File: src/rtl/fifo_rr_arbiter_if.sv
// fifo_rr_arbiter_if: handshake bundle between NREQ requesters, the arbiter and the shared fifo.
//   req_valid_i  requester i has a beat (bit i)
//   req_data_i   packed requester data, requester i at [i*SIZEDATA +: SIZEDATA]
//   req_ready_o  one-hot accept strobe back to the requesters
//   out_valid_o  registered beat valid (to fifo valid_i)
//   out_data_o   registered beat data (to fifo data_i)
//   out_id_o     index of the requester that sourced out_data_o
//   out_ready_i  fifo accepts (from fifo ready_o)
// Modports: master = arbiter side, slave = requesters + fifo side.
interface fifo_rr_arbiter_if #(
    parameter int unsigned SIZEDATA = 32,
    parameter int unsigned NREQ     = 4,
    parameter int unsigned IDBITS   = $clog2(NREQ)
);
    logic [NREQ-1:0]          req_valid_i;
    logic [NREQ*SIZEDATA-1:0] req_data_i;
    logic [NREQ-1:0]          req_ready_o;
    logic                     out_valid_o;
    logic [SIZEDATA-1:0]      out_data_o;
    logic [IDBITS-1:0]        out_id_o;
    logic                     out_ready_i;

    modport master (
        input  req_valid_i, req_data_i, out_ready_i,
        output req_ready_o, out_valid_o, out_data_o, out_id_o
    );

    modport slave (
        output req_valid_i, req_data_i, out_ready_i,
        input  req_ready_o, out_valid_o, out_data_o, out_id_o
    );
endinterface

File: src/rtl/fifo_rr_arbiter.sv
// fifo_rr_arbiter: round-robin arbiter sharing one fifo write port among NREQ requesters.
// One output register stage: 1-cycle latency, 1 beat/cycle throughput.
// Ports:
//   clk_i   clock, rising edge
//   rstn_i  asynchronous active-low reset
//   bus     fifo_rr_arbiter_if.master (requester valid/data/ready, registered out stream)
// Optional feature (macro ARB_BURST_EN): after an accept the arbiter locks to that requester
// for up to BURSTLEN consecutive beats while it stays valid.
module fifo_rr_arbiter #(
    parameter int unsigned SIZEDATA = 32,
    parameter int unsigned NREQ     = 4,
`ifdef ARB_BURST_EN
    parameter int unsigned BURSTLEN = 4,
`endif
    parameter int unsigned IDBITS   = $clog2(NREQ)
) (
    input logic               clk_i,
    input logic               rstn_i,
    fifo_rr_arbiter_if.master bus
);
    logic                load_en;
    logic                win_found;
    logic [IDBITS-1:0]   win_idx;
    logic [IDBITS-1:0]   ptr_q, ptr_d;
    logic                out_valid_q, out_valid_d;
    logic [SIZEDATA-1:0] out_data_q, out_data_d;
    logic [IDBITS-1:0]   out_id_q, out_id_d;
    logic [NREQ-1:0]     req_ready;
    logic [SIZEDATA-1:0] req_data [NREQ];

`ifdef ARB_BURST_EN
    localparam int unsigned CntBits = $clog2(BURSTLEN + 1);
    logic               lock_q, lock_d;
    logic [IDBITS-1:0]  owner_q, owner_d;
    logic [CntBits-1:0] count_q, count_d;
    logic [CntBits-1:0] count_next;
`endif

    for (genvar g = 0; g < NREQ; g++) begin : g_unpack
        assign req_data[g] = bus.req_data_i[g*SIZEDATA +: SIZEDATA];
    end

    // Output register is empty or drains this cycle.
    assign load_en = ~out_valid_q | bus.out_ready_i;

    // Search from ptr upward; explicit wrap keeps non-power-of-two NREQ correct.
    always_comb begin : p_select
        int unsigned idx;
        idx       = 0;
        win_found = 1'b0;
        win_idx   = '0;
        for (int unsigned k = 0; k < NREQ; k++) begin
            idx = 32'(ptr_q) + k;
            if (idx >= NREQ) begin
                idx = idx - NREQ;
            end
            if (!win_found && bus.req_valid_i[IDBITS'(idx)]) begin
                win_found = 1'b1;
                win_idx   = IDBITS'(idx);
            end
        end
`ifdef ARB_BURST_EN
        // A locked owner that is still valid overrides the round-robin pick.
        if (lock_q && bus.req_valid_i[owner_q]) begin
            win_found = 1'b1;
            win_idx   = owner_q;
        end
`endif
    end

    // Gated by rstn_i so no requester sees ready while reset is held.
    always_comb begin
        req_ready = '0;
        if (rstn_i && load_en && win_found) begin
            req_ready[win_idx] = 1'b1;
        end
    end

    always_comb begin
        out_valid_d = out_valid_q;
        out_data_d  = out_data_q;
        out_id_d    = out_id_q;
        ptr_d       = ptr_q;
        if (load_en) begin
            if (win_found) begin
                out_valid_d = 1'b1;
                out_data_d  = req_data[win_idx];
                out_id_d    = win_idx;
                ptr_d       = (win_idx == IDBITS'(NREQ - 1)) ? '0 : win_idx + 1'b1;
            end else begin
                out_valid_d = 1'b0;
            end
        end
    end

`ifdef ARB_BURST_EN
    // ptr already points past the owner on every accept, so releasing the lock
    // resumes round-robin from owner+1 without extra pointer handling.
    always_comb begin
        lock_d     = lock_q;
        owner_d    = owner_q;
        count_d    = count_q;
        count_next = '0;
        if (load_en) begin
            if (win_found) begin
                count_next = (lock_q && (win_idx == owner_q)) ? count_q + 1'b1 : CntBits'(1);
                if (count_next == CntBits'(BURSTLEN)) begin
                    lock_d  = 1'b0;
                    count_d = '0;
                end else begin
                    lock_d  = 1'b1;
                    owner_d = win_idx;
                    count_d = count_next;
                end
            end else begin
                lock_d  = 1'b0;
                count_d = '0;
            end
        end
    end

    always_ff @(posedge clk_i or negedge rstn_i) begin
        if (!rstn_i) begin
            lock_q  <= 1'b0;
            owner_q <= '0;
            count_q <= '0;
        end else begin
            lock_q  <= lock_d;
            owner_q <= owner_d;
            count_q <= count_d;
        end
    end
`endif

    always_ff @(posedge clk_i or negedge rstn_i) begin
        if (!rstn_i) begin
            out_valid_q <= 1'b0;
            out_data_q  <= '0;
            out_id_q    <= '0;
            ptr_q       <= '0;
        end else begin
            out_valid_q <= out_valid_d;
            out_data_q  <= out_data_d;
            out_id_q    <= out_id_d;
            ptr_q       <= ptr_d;
        end
    end

    assign bus.req_ready_o = req_ready;
    assign bus.out_valid_o = out_valid_q;
    assign bus.out_data_o  = out_data_q;
    assign bus.out_id_o    = out_id_q;
endmodule
File: src/flat_wrapper.sv
// flat-port wrapper written by rule: the top's interface ports become plain ports
module fifo_rr_arbiter_flat 
#(
    parameter int unsigned SIZEDATA = 32,
    parameter int unsigned NREQ     = 4,

    parameter int unsigned IDBITS   = $clog2(NREQ)
)
  (clk_i, rstn_i, bus_req_valid_i, bus_req_data_i, bus_out_ready_i, bus_req_ready_o, bus_out_valid_o, bus_out_data_o, bus_out_id_o);
  fifo_rr_arbiter_if #(.SIZEDATA(SIZEDATA), .NREQ(NREQ), .IDBITS(IDBITS)) bus_i ();
  input logic clk_i;
  input logic rstn_i;
  input wire logic [$bits(bus_i.req_valid_i)-1:0] bus_req_valid_i;
  input wire logic [$bits(bus_i.req_data_i)-1:0] bus_req_data_i;
  input wire logic [$bits(bus_i.out_ready_i)-1:0] bus_out_ready_i;
  output wire logic [$bits(bus_i.req_ready_o)-1:0] bus_req_ready_o;
  output wire logic [$bits(bus_i.out_valid_o)-1:0] bus_out_valid_o;
  output wire logic [$bits(bus_i.out_data_o)-1:0] bus_out_data_o;
  output wire logic [$bits(bus_i.out_id_o)-1:0] bus_out_id_o;
  assign bus_i.req_valid_i = bus_req_valid_i;
  assign bus_i.req_data_i = bus_req_data_i;
  assign bus_i.out_ready_i = bus_out_ready_i;
  assign bus_req_ready_o = bus_i.req_ready_o;
  assign bus_out_valid_o = bus_i.out_valid_o;
  assign bus_out_data_o = bus_i.out_data_o;
  assign bus_out_id_o = bus_i.out_id_o;
  fifo_rr_arbiter #(.SIZEDATA(SIZEDATA), .NREQ(NREQ), .IDBITS(IDBITS)) u_core (.clk_i(clk_i), .rstn_i(rstn_i), .bus(bus_i));
endmodule
File: config.mk
export PLATFORM = sky130hd
export DESIGN_NAME = fifo_rr_arbiter_flat
export DESIGN_NICKNAME = d
export VERILOG_FILES = /design/src/rtl/fifo_rr_arbiter_if.sv /design/src/rtl/fifo_rr_arbiter.sv /design/src/flat_wrapper.sv
export SDC_FILE = /design/constraint.sdc
export NUM_CORES = 1
export LEC_CHECK = 0
export ABC_AREA = 0
export CAP_MARGIN = 25
export CORE_ASPECT_RATIO = 1.25
export CORE_MARGIN = 2
export CORE_UTILIZATION = 29
export CTS_BUF_LIST = sky130_fd_sc_hd__clkbuf_8 sky130_fd_sc_hd__clkbuf_16
export DETAILED_ROUTE_END_ITERATION = 10
export GPL_TIMING_DRIVEN = 0
export PLACE_DENSITY = 0.68
export SETUP_SLACK_MARGIN = 0.3
export SYNTH_ARGS = -nofsm -noshare
export SYNTH_HDL_FRONTEND = slang
export SYNTH_SLANG_ARGS = --single-unit
File: constraint.sdc
create_clock -name clk_i -period 1.8 [get_ports clk_i]
set_input_delay 0.27 -clock clk_i [delete_from_list [all_inputs] [get_ports clk_i]]
set_output_delay 0.27 -clock clk_i [all_outputs]
set_load 0.02 [all_outputs]
-- Yosys cells after proc, flatten, opt, wreduce, memory -nomap -nowiden
Index checks and enable logic that the tools add are counted.
- bitwise gates (word level): 3
- $add $sub $neg: 8
- equality and inequality tests: 1
- muxes and demuxes: 28
- reductions and logical operators: 10
- magnitude comparators: 11
- operator list (cell ; number):
    $bmux 32 s2 ; 1
    $mux 32 ; 2
    $mux 2 ; 9
    $lt 2x3->1 const B ; 5
    $ge 3x3->1 const B ; 4
    $mux 1 ; 10
    $bmux 1 s2 ; 4
    $sub 2x1->2 const B ; 4
    $add 2x2->3 const B ; 2
    $logic_and 1x1->1 ; 6
    $mux 4 ; 1
    $add 2x1->3 const B ; 1
    $ge 2x3->1 const B ; 1
    $logic_not 1->1 ; 3
    $not 2->3 ; 1
    $add 2x1->2 const B ; 1
    $demux 1 s2 ; 1
    $eq 2x2->1 const B ; 1
    $ge 2x1->1 const B ; 1
    $reduce_and 2->1 ; 1
    $not 1->1 ; 1
    $or 1x1->1 ; 1
- register bits: 37
- word-level logic and storage cells: 65
- output and inout bits: 39
- bits of input ports: 135

-- Logic depth before layout (Yosys ltp)
- depth in word-level cells: 19
- depth in mapped cells: 7
- mapped depth without buffers: 5

-- Worst setup path after synthesis
OpenSTA, ideal clock, no wires.
- path kind: flip-flop to output port
- from: register u_core.ptr_q[1]
- to: output port bus_req_ready_o[0]
- required time: 1.530 ns
- setup slack: 0.012 ns
- path buffers: 2
- cell stages (with the launch flop): 6
- arrival time: 1.518 ns
- path through: dfrtp_1 buf_4 or3b_1 nand3_2 buf_2 and3_1
- longest elaborated chain between the ends: 19
- elaborated cells between the ends (all ways): 44
- classes of those cells: 7 x add/sub; 6 x order compare; 23 x mux; 8 x reduce/logical
- RTL lines (element ; RTL line ; text):
    from (decl) ; fifo_rr_arbiter.sv:24 ; logic [IDBITS-1:0] ptr_q, ptr_d;
    from (signal assigned) ; fifo_rr_arbiter.sv:145 ; ptr_q <= ptr_d;
    parallel branches: the longest is 18 deep, another holds $add 2x1->3 ; -- ;
    $mux 4 * ; fifo_rr_arbiter.sv:74 ; if (rstn_i && load_en && win_found) begin
    to (decl) ; flat_wrapper.sv:16 ; output wire logic [$bits(bus_i.req_ready_o)-1:0] bus_req_ready_o;
Every way passes the cells marked *. The select of a mux whose other input is x is not followed.

-- Worst setup path in the final report
Same ends and word-level chain as after synthesis.

==> results by group <==
Critical path
  – Buffers plus inverters on the worst setup path: 3
  – Critical Path RT: 1.53 ns
  – Worst r2r src: u_core.ptr_q[1]$_DFFE_PN0P_
  – Critical path origin: u_core.ptr_q[1]$_DFFE_PN0P_
  – Reg2Reg Depth: 7
  – R2R Setup Slk: -0.03 ns
  – Crit-path max FO: 6
  – CP max-delay cell: dfrtp_1
  – CP max stage delay: 0.41 ns
  – Crit Path Class: flip-flop to primary output
  – Crit. End Element: primary output
  – CP endpoint: bus_req_ready_o[0]
  – Reg2reg end: u_core.bus.out_data_o[11]$_DFFE_PN0P_
  – Startpoint Class: flip-flop
  – CP top delay family: simple AND/OR/NAND/NOR gates
  – Most frequent CP cell: buf_6
  – Crit path cell chain: buf_6, or3b_4, nand3_4, buf_8, and3_4, buf_6
  – Critical Path Stages: 6
  – Crit path arrival time: 1.71 ns

Yosys
  – Post-Synthesis Cells: 302
  – Cell with the most instances after synthesis: dfrtp_1
  – Flop and latch count out of synthesis: 37
  – Post-synth top flop: dfrtp_1
  – Synth top area share: 35.9%
  – Yosys cell types: 36
  – Share of flip-flops with an asynchronous set or reset: 100%
  – Synth top area cells: dfrtp_1 (36%), a221oi_1 (11%), and3_1 (7.8%), a21boi_1 (7.0%), a21oi_1 (6.8%)
  – Number of synthesized flops with an enable pin: 0
  – Synthesized area: 0.00258 sq mm
  – Syn avg cell area: 8.53 sq um
  – Cell taking the most area after synthesis: dfrtp_1
  – Top post-synthesis cells by count: dfrtp_1 (37), a21oi_1 (35), and3_1 (32), nor2_1 (32), a221oi_1 (31)
  – Post-synthesis sequential area ratio: 35.9%
  – Number of synthesis warnings: 0
  – Syn Nets: 437

Cells and area
  – Area grow syn2layout: 110%
  – Final Cell Area: 0.00541 sq mm
  – Ant diodes: 0
  – Share of cells above drive strength 1: 32.2%
  – Nets: 641
  – # fillers: 760

Floorplan
  – Initial Utilization: 29.8%
  – # rows: 38
  – Die H: 109 um
  – Horiz. Die Dim: 88.3 um
  – Core area: 0.00865 sq mm
  – I/O pin count: 174
  – Die area: 0.00966 sq mm

Clock tree
  – TritonCTS buffer count: 5
  – Clock Tree Buf Depth: 2
  – CTS tree: yes
  – CTS sink count: 37
  – Clk slew on worst S/H paths: 0.09 ns
  – Clock root buffer: clkbuf_8
  – H-tree levels: 2
  – Clk_lat worst skew: 0.29 ns

GRT
  – Largest net degree at the start of global routing: 20
  – Top Usage Layer GRT: met2
  – GR Util met1: 26.8%
  – Global Route met2 Usage: 42.3%
  – Vias in the first global route: 3,386
  – First-pass GRT wire length: 17.1 mm
  – GR met3 Demand/Resource: 4.43%
  – Total GRT Usage: 23.0%
  – Initial antenna violation count: 0
  – Grt total ovfl: 0

Timing
  – Max-slew violations: 0
  – Tmin final: 1.98 ns
  – Final worst-path setup slack: -0.182 ns
  – F_max: 504 MHz
  – Total negative slack: -0.575 ns
  – Worst Tran Pin Value: 0.932 ns
  – # setup viols final: 8
  – RSZ-0062 raised after global routing: true
  – Period Utilization, post-route: 110%
  – Slew HR: 37.9%
  – Post-Route Skew: 0.0109 ns
  – Final hold vios: 0

Power
  – Peak supply drop: 0.349 mV
  – Total power: 0.00414 W
  – Pleak: 2.26 nW
  – PD cells: 765 mW/mm^2

Place
  – Placed cell areas: 0.00454 sq mm
  – Port bufs: 173
  – Gp weighted congestion: 0.835
  – DP Wirelength: 8.23 mm

Routing
  – DR pass1 iterations: 4
  – Routed Wire Length: 11.9 mm
  – DR vias/cell: 5.24
  – Vias: 3,283
  – DRC viols: 0
  – Post-route ant nets: 0
  – Initial detailed-routing violation count: 123
  – WL per Instance: 19.0 um

Run status
  – Failing checks: negative setup slack
  – Status: complete, but fails checks

Job
  – Max Cap Viol: 0

Worst hold path
  – Hold Crit Start: bus_req_valid_i[2]
  – Worst Hold Class: input pin to flip-flop
-- power breakdown --
part           switching [W]  internal [W]  total (W)
logic                0.00118       0.00121    0.00239
registers           0.000107       0.00102    0.00112
clock network       0.000317      0.000299   0.000616
-- stage by stage --
stage          hold slack [ns]  instances  utilization (%)  worst slack (ns)
3_5_place_dp             0.284        596             52.5             -1.02
3_3_place_gp             0.465        595             52.3             -1.61
2_1_floorplan          -0.0256        302                -             0.195
4_1_cts                  0.491        616             56.7            -0.186
5_1_grt                  0.384        626             62.5            -0.231
6_report                 0.365        626             62.5            -0.182
-- placed cells by master (no fill, tap or decap), drive strengths merged, types with 2 or more instances in the layout --
cell type and n:
dfrtp 37, clkbuf 18, o21ai 31, and3 36
mux2 2, a21o 2, a21boi 32, nor2 32
a21oi 36, nand2 11, a221oi 31, clkdlybuf4s50 129
o21bai 4, dlygate4sd2 36, a221o 2, inv 5
buf 46, nor2b 2
-- routing by layer --
metal,up-vias,wire (um),part of all wire [%]
met5,-,0,0
met3,15,811,6.8
met1,1574,4520,38
met4,0,229,1.9
met2,140,6340,53
li1,1554,-,-
-- worst reg2reg max path: stages, from the launching register on --
cell and delay (ns):
dfrtp_1 0.41, buf_6 0.14, or3b_4 0.40, nand3_4 0.11
buf_4 0.23, buf_6 0.20, a221oi_1 0.10, a21oi_1 0.17
-- worst min path at each step --
stage                                           endpoint  slack, ns  cells after the start
floorplan           u_core.bus.out_data_o[0]$_DFFE_PN0P_      -0.03                      0
global placement      u_core.bus.out_id_o[1]$_DFFE_PN0P_       0.47                      2
detailed placement    u_core.bus.out_id_o[0]$_DFFE_PN0P_       0.28                      1
CTS                   u_core.bus.out_id_o[1]$_DFFE_PN0P_       0.49                      2
global route          u_core.bus.out_valid_o$_DFFE_PN0N_       0.38                      3
finish                u_core.bus.out_valid_o$_DFFE_PN0N_       0.36                      3
-- logic make-up after synthesis --
logic type	count (synthesis)	synth area share, %
multiplexers	2	0.874
flip-flops	37	35.9
buffers and inverters	33	7.18
AO/OA/AOI/OAI	143	38.4
AND/OR/NAND/NOR	87	17.6
-- repair_timing --
item	CTS	global route
resized for setup	113	105
gates cloned	1	6
pin swaps	7	26
endpoints found under the setup margin	75	41
setup buffers	11	3
hold endpoints to repair	18	0
hold buffers	2	0
-- state kept, by name, indices dropped and copies added (netlist names) --
register and flops:
u_core.bus.out_valid_o 1, u_core.ptr_q 2, u_core.bus.out_data_o 32, u_core.bus.out_id_o 2
-- area by class of cell --
| type | count | area [sq um] | area share [%] |
|---|---|---|---|
| clock inverters | 1 | 3.75 | 0.0694 |
| repair buffers | 197 | 1970 | 36.5 |
| inverters | 4 | 15.0 | 0.278 |
| clock buffers | 6 | 82.6 | 1.53 |
| well taps | 120 | 150 | 2.78 |
| plain buffers | 28 | 327 | 6.04 |
| multi-input cells | 233 | 1930 | 35.6 |
| flip-flops and latches | 37 | 927 | 17.1 |
Power figures use the tool's default switching activity.
